$ cat src/rtl/uart_bus_bridge.sv
// uart_bus_bridge: decodes host command frames arriving as a UART byte stream,
// issues one read or write on the peripheral register bus and streams back a
// status/data response. Optional bus-wait timeout is compiled in with the
// BRIDGE_TIMEOUT_EN macro; without it WAIT blocks until the bus answers.
module uart_bus_bridge #(
    parameter int TIMEOUT_CYCLES = 1024
) (
    input  logic        clk_i,
    input  logic        rst_i,
    input  logic [7:0]  rx_data_i,
    input  logic        rx_valid_i,
    output logic        rx_ready_o,
    output logic [7:0]  tx_data_o,
    output logic        tx_valid_o,
    input  logic        tx_ready_i,
    output logic        write_o,
    output logic [7:0]  write_address_o,
    output logic [31:0] write_data_o,
    input  logic        write_done_i,
    input  logic        write_error_i,
    output logic        read_o,
    output logic [7:0]  read_address_o,
    input  logic [31:0] read_data_i,
    input  logic        read_done_i,
    input  logic        read_error_i,
    output logic        busy_o
);

    typedef enum logic [2:0] {
        S_IDLE = 3'd0,
        S_ADDR = 3'd1,
        S_DATA = 3'd2,
        S_REQ  = 3'd3,
        S_WAIT = 3'd4,
        S_RESP = 3'd5
    } state_t;

    localparam logic [7:0] CMD_WRITE  = 8'hA5;
    localparam logic [7:0] CMD_READ   = 8'h5A;
    localparam logic [7:0] RSP_OK     = 8'h00;
    localparam logic [7:0] RSP_BUSERR = 8'hEE;
    localparam logic [7:0] RSP_TMO    = 8'hED;
    localparam logic [7:0] RSP_BADCMD = 8'h3F;

    state_t      r_state;
    logic        r_is_write;
    logic [7:0]  r_addr;
    logic [23:0] r_data_buf;
    logic [1:0]  r_cnt;
    logic [31:0] r_rdata;
    logic [2:0]  r_idx;
    logic [2:0]  r_resp_last;
    logic        r_tx_valid;
    logic [7:0]  r_tx_data;
    logic        r_write;
    logic        r_read;
    logic [7:0]  r_waddr;
    logic [31:0] r_wdata;
    logic [7:0]  r_raddr;

`ifdef BRIDGE_TIMEOUT_EN
    localparam int TW = (TIMEOUT_CYCLES > 1) ? $clog2(TIMEOUT_CYCLES) : 1;
    logic [TW-1:0] r_timer;
`endif

    logic       w_rx_ready;
    logic       w_rx_fire;
    logic       w_tx_fire;
    logic       w_done;
    logic       w_err;
    logic [7:0] w_next_byte;

    // Handshake qualifiers and the done/error of the direction in flight only.
    always_comb begin
        w_rx_ready = (r_state == S_IDLE) || (r_state == S_ADDR) || (r_state == S_DATA);
        w_rx_fire  = rx_valid_i && w_rx_ready;
        w_tx_fire  = r_tx_valid && tx_ready_i;
        if (r_is_write) begin
            w_done = write_done_i;
            w_err  = write_error_i;
        end else begin
            w_done = read_done_i;
            w_err  = read_error_i;
        end
    end

    // Data byte that follows response byte r_idx (read data, little-endian).
    always_comb begin
        case (r_idx)
            3'd0:    w_next_byte = r_rdata[7:0];
            3'd1:    w_next_byte = r_rdata[15:8];
            3'd2:    w_next_byte = r_rdata[23:16];
            3'd3:    w_next_byte = r_rdata[31:24];
            default: w_next_byte = 8'h00;
        endcase
    end

    // Command FSM: frame decode, bus request pulse, wait for done, response shift-out.
    always_ff @(posedge clk_i or posedge rst_i) begin
        if (rst_i) begin
            r_state     <= S_IDLE;
            r_is_write  <= 1'b0;
            r_addr      <= 8'h00;
            r_data_buf  <= 24'h000000;
            r_cnt       <= 2'd0;
            r_rdata     <= 32'h00000000;
            r_idx       <= 3'd0;
            r_resp_last <= 3'd0;
            r_tx_valid  <= 1'b0;
            r_tx_data   <= 8'h00;
            r_write     <= 1'b0;
            r_read      <= 1'b0;
            r_waddr     <= 8'h00;
            r_wdata     <= 32'h00000000;
            r_raddr     <= 8'h00;
`ifdef BRIDGE_TIMEOUT_EN
            r_timer     <= '0;
`endif
        end else begin
            r_write <= 1'b0;
            r_read  <= 1'b0;
            case (r_state)
                S_IDLE: begin
                    if (w_rx_fire) begin
                        if (rx_data_i == CMD_WRITE) begin
                            r_is_write <= 1'b1;
                            r_state    <= S_ADDR;
                        end else if (rx_data_i == CMD_READ) begin
                            r_is_write <= 1'b0;
                            r_state    <= S_ADDR;
                        end else begin
                            r_tx_valid  <= 1'b1;
                            r_tx_data   <= RSP_BADCMD;
                            r_idx       <= 3'd0;
                            r_resp_last <= 3'd0;
                            r_state     <= S_RESP;
                        end
                    end
                end
                S_ADDR: begin
                    if (w_rx_fire) begin
                        r_addr <= rx_data_i;
                        if (r_is_write) begin
                            r_cnt   <= 2'd0;
                            r_state <= S_DATA;
                        end else begin
                            r_raddr <= rx_data_i;
                            r_read  <= 1'b1;
                            r_state <= S_REQ;
                        end
                    end
                end
                S_DATA: begin
                    if (w_rx_fire) begin
                        case (r_cnt)
                            2'd0:    r_data_buf[7:0]   <= rx_data_i;
                            2'd1:    r_data_buf[15:8]  <= rx_data_i;
                            2'd2:    r_data_buf[23:16] <= rx_data_i;
                            default: r_data_buf        <= r_data_buf;
                        endcase
                        if (r_cnt == 2'd3) begin
                            r_wdata <= {rx_data_i, r_data_buf};
                            r_waddr <= r_addr;
                            r_write <= 1'b1;
                            r_cnt   <= 2'd0;
                            r_state <= S_REQ;
                        end else begin
                            r_cnt <= r_cnt + 2'd1;
                        end
                    end
                end
                S_REQ, S_WAIT: begin
                    if (w_done) begin
                        r_rdata     <= read_data_i;
                        r_tx_valid  <= 1'b1;
                        r_idx       <= 3'd0;
                        r_state     <= S_RESP;
                        if (w_err) begin
                            r_tx_data   <= RSP_BUSERR;
                            r_resp_last <= 3'd0;
                        end else if (r_is_write) begin
                            r_tx_data   <= RSP_OK;
                            r_resp_last <= 3'd0;
                        end else begin
                            r_tx_data   <= RSP_OK;
                            r_resp_last <= 3'd4;
                        end
                    end else if (r_state == S_REQ) begin
`ifdef BRIDGE_TIMEOUT_EN
                        r_timer <= TW'(TIMEOUT_CYCLES - 1);
`endif
                        r_state <= S_WAIT;
                    end else begin
`ifdef BRIDGE_TIMEOUT_EN
                        if (r_timer == '0) begin
                            r_tx_valid  <= 1'b1;
                            r_tx_data   <= RSP_TMO;
                            r_idx       <= 3'd0;
                            r_resp_last <= 3'd0;
                            r_state     <= S_RESP;
                        end else begin
                            r_timer <= r_timer - 1'b1;
                        end
`else
                        r_state <= S_WAIT;
`endif
                    end
                end
                S_RESP: begin
                    if (w_tx_fire) begin
                        if (r_idx == r_resp_last) begin
                            r_tx_valid <= 1'b0;
                            r_tx_data  <= 8'h00;
                            r_idx      <= 3'd0;
                            r_state    <= S_IDLE;
                        end else begin
                            r_tx_data <= w_next_byte;
                            r_idx     <= r_idx + 3'd1;
                        end
                    end
                end
                default: begin
                    r_state <= S_IDLE;
                end
            endcase
        end
    end

    assign rx_ready_o      = w_rx_ready;
    assign busy_o          = (r_state != S_IDLE);
    assign tx_valid_o      = r_tx_valid;
    assign tx_data_o       = r_tx_data;
    assign write_o         = r_write;
    assign write_address_o = r_waddr;
    assign write_data_o    = r_wdata;
    assign read_o          = r_read;
    assign read_address_o  = r_raddr;

endmodule

$ cat config.mk
export PLATFORM = sky130hd
export DESIGN_NAME = uart_bus_bridge
export DESIGN_NICKNAME = d
export VERILOG_FILES = /design/src/rtl/uart_bus_bridge.sv
export SDC_FILE = /design/constraint.sdc
export NUM_CORES = 1
export LEC_CHECK = 0
export CAP_MARGIN = 15
export CELL_PAD_IN_SITES_DETAIL_PLACEMENT = 0
export CELL_PAD_IN_SITES_GLOBAL_PLACEMENT = 1
export CORE_UTILIZATION = 38
export DETAILED_ROUTE_END_ITERATION = 12
export PLACE_DENSITY = 0.78
export RECOVER_POWER = 50
export SLEW_MARGIN = 20
export SYNTH_ARGS = -nofsm -noshare
export SYNTH_HDL_FRONTEND = slang
export SYNTH_SLANG_ARGS = --single-unit
export TNS_END_PERCENT = 100
$ cat constraint.sdc
create_clock -name clk_i -period 5.3 [get_ports clk_i]
set_clock_uncertainty 0.15 [all_clocks]
set_input_delay 1.325 -clock clk_i [delete_from_list [all_inputs] [get_ports clk_i]]
set_output_delay 1.325 -clock clk_i [all_outputs]
set_load 0.02 [all_outputs]
==> qor.csv <==
stage,metric,value,unit
power_and_ir_drop,pwr-share-clk,36.1,%
cells_and_area,drive_above_1_share,31.5,%
yosys,ys_ff_latch,133,
yosys,ys_types,49,
grt,grt_max_degree,86,
power_and_ir_drop,switching_share,28.1,%
grt,grt_pass1_vias,3819,
yosys,synth_compound_area_share,5.72,%
timing,slew_headroom,-11.0,%
clock_network,cts-root-buf,clkbuf_16,
timing,report.final.setup_viol,0,
flow_run,maxCapViolations,1,
grt,grt_antenna_before_repair,0,
timing,tightest_slew,1650,ps
clock_network,cts_resized,0,
placement,io_buffers,108,
floorplan,ioPinCount,109,
yosys,synth_top_area_share,58.0,%
cells_and_area,area_growth,31.8,%
routing,wl,12700,um
routing,drc,8,
clock_network,clk_latency,420,ps
yosys,synth_top_family_by_area,multiplexers,
routing,dr_total_vias,3651,
yosys,synth_most_common_cell,dfrtp_1,
power_and_ir_drop,ir_drop,0.185,mV
placement,placed_cell_area,6960,um^2
clock_network,cts_tree,yes,
clock_network,postCtsHoldBufs,0,
critical_path,startpoint_type,primary input,
yosys,syn_nets,464,
routing,ant_nets,0,
power_and_ir_drop,p_int,2370,uW
timing,timing.final.ws_setup,1560,ps
routing,wl_per_cell,17.8,um
cells_and_area,num-fill-cells,1258,
placement,place_ws,1440,ps
routing,avgViaCountPerCell,5.11,
outcome,status,finished with violations,
timing,finalCriticalPeriod,3740,ps
cells_and_area,multiInputGateArea,2240,um^2
floorplan,core-area,14600,um^2
timing,rsz0062_at_grt,false,
yosys,synth_cells,407,
yosys,synth_edf_count,0,
clock_network,path_clk_slew,60,ps
yosys,synth-seq-area-share,58.0,%
critical_path,critical_path.max_fanout,9,
routing,wl_met2,6140,um
clock_network,numCtsBuffers,17,
cells_and_area,fin_util,51.6,%
grt,grt_pass1_wl,20800,um
power_and_ir_drop,switchingPower,927,uW
floorplan,rows,44,
cells_and_area,fin_area,7560,um^2
clock_network,clkSinkCount,133,
critical_path,end_kind,register,
yosys,yosysWarnings,0,
power_and_ir_drop,p_leak,0.00354,uW
routing,first_pass_iters,9,
power_and_ir_drop,power_density,437,nW/um^2
yosys,synthMuxAreaShare,25.0,%
yosys,synthArstFlopShare,100,%
routing,highest_layer,met4,
routing,met1_length,5900,um
yosys,synth_area,5730,um^2
critical_path,arrival,3900,ps
yosys,synth_common_cells,"133 x dfrtp_1, 114 x mux2_2, 17 x nand2_1",
floorplan,die_area,15600,um^2
cells_and_area,diodes,0,
yosys,synth_fa_ha_area_share,1.96,%
grt,grt_overflow,0,
hold_path,min_path_type,reg2reg,
critical_path,path_class,in2reg,
routing,route.met3.wl,450,um
floorplan,start_util,39.2,%
timing,final_max_slew_viol_count,10,
timing,fin_crit_sh,70.7,%
routing,drt_iter0_markers,274,
clock_network,cts_buffer_depth,2,
floorplan,fp.dieW,125,um
yosys,syn_area_per_cell,14.1,um^2
yosys,synthXorXnorAreaFrac,0.153,%
power_and_ir_drop,power_frac_comb,22.3,%
yosys,synthFlopType,dfrtp_1,
yosys,synth_area_leaders,"dfrtp_1 58%, mux2_2 22%, ha_1 2.0%, a222oi_1 1.4%, mux2i_1 1.2%",
yosys,yosys.area_share.simple,6.33,%
critical_path,required,5450,ps
power_and_ir_drop,seq_power_share,41.6,%
placement,place_congestion,0.793,
cells_and_area,nets,574,
timing,finalHoldViolCount,0,
grt,grt_usage,17.6,%
critical_path,rrSetupSlack,2400,ps
timing,fmax,267,MHz
placement,hpwl,8730,um
clock_network,h-tree-depth,4,
outcome,violations,"design-rule violations, max-capacitance violations, max-slew violations",
clock_network,cts_setup_buffers,0,
cells_and_area,regArea,3330,um^2
yosys,synth_top_area_cell,dfrtp_1,
timing,setup_tns,0,ps
floorplan,fp.dieH,125,um
-- registers in the layout, summed over array words and instances, names as in the netlist, 3 cells and up --
signal	flops
r_idx	3
tx_data_o	8
r_rdata	32
r_data_buf	24
write_data_o	32
write_address_o	8
r_state	3
r_addr	8
read_address_o	8
-- layout make-up --
cell class,instances,share of cell area (%)
flip-flops and latches,133,44.0
multi-input cells,243,29.6
repair buffers,109,14.6
clock buffers,17,5.63
well taps,184,3.05
clock inverters,15,2.38
inverters,13,0.712
-- cells by family after synthesis --
| kind of cell | Yosys count |
|---|---|
| buffers and inverters | 31 |
| muxes | 127 |
| and+or+nand+nor | 61 |
| DFF | 133 |
| AOI/OAI and AO/OA | 45 |
| xor gates and xnor gates | 1 |
| adders and majority gates | 9 |
-- path summary, 6_finish.rpt --
path | start | to | cells past startpoint
worst max-delay path | rx_valid_i | read_address_o[1]$_DFFE_PP0P_ | 4
worst min-delay path | write_data_o[30]$_DFFE_PP0P_ | write_data_o[30]$_DFFE_PP0P_ | 1
worst max register to register | r_state[2]$_DFFE_PP0P_ | read_address_o[1]$_DFFE_PP0P_ | 3
worst min register to register | write_data_o[30]$_DFFE_PP0P_ | write_data_o[30]$_DFFE_PP0P_ | 1
max in group asynchronous | rst_i | r_rdata[1]$_DFFE_PP0N_ | 3
min in group asynchronous | rst_i | r_cnt[0]$_DFFE_PP0P_ | 2
-- placed cells by master, fill, tap and decap left out, drive strengths merged, types with 3 or more instances in the layout --
master,Yosys,routed
dfrtp,133,133
mux2,120,120
clkdlybuf4s50,0,78
dlygate4sd3,0,30
nand2,19,19
clkbuf,3,17
nor2,16,16
inv,13,15
a21oi,13,13
o21ai,10,10
ha,9,9
a222oi,8,8
mux2i,7,7
clkinv,0,7
nand3,4,4
nand2b,4,4
and4bb,4,4
nor3,3,3
o22ai,3,3
clkinvlp,0,3
bufinv,0,3
-- per-layer routing --
metal / up-vias / track usage, %
met1: 1880 / 23.4
met4: 0 / 8.18
met3: 16 / 3.78
met2: 74 / 27.6
met5: - / 0
li1: 1681 / -
-- power groups by stage --
| stage | clock network [uW] | logic [uW] | registers, uW |
|---|---|---|---|
| finish | 1190 | 736 | 1370 |
| global route | 1260 | 806 | 1400 |
| CTS | 1220 | 749 | 1370 |
| detailed placement | 0 | 747 | 1390 |
| global placement | 0 | 727 | 1380 |
| floorplan | 0 | 539 | 1370 |
-- worst max-delay path: stages --
cell	delay, ps
dlygate4sd3_1	610
nand2b_1	190
nor3_1	1330
mux2_2	440
-- through the flow --
| stage | total power [uW] | hold slack, ps | std cells |
|---|---|---|---|
| global route | 3470 | 359 | 714 |
| CTS | 3340 | 346 | 714 |
| finish | 3300 | 345 | 714 |
| global placement | 2110 | 319 | 682 |
| floorplan | 1910 | 304 | 407 |
| detailed placement | 2130 | 331 | 682 |
Power figures use the tool's default switching activity.
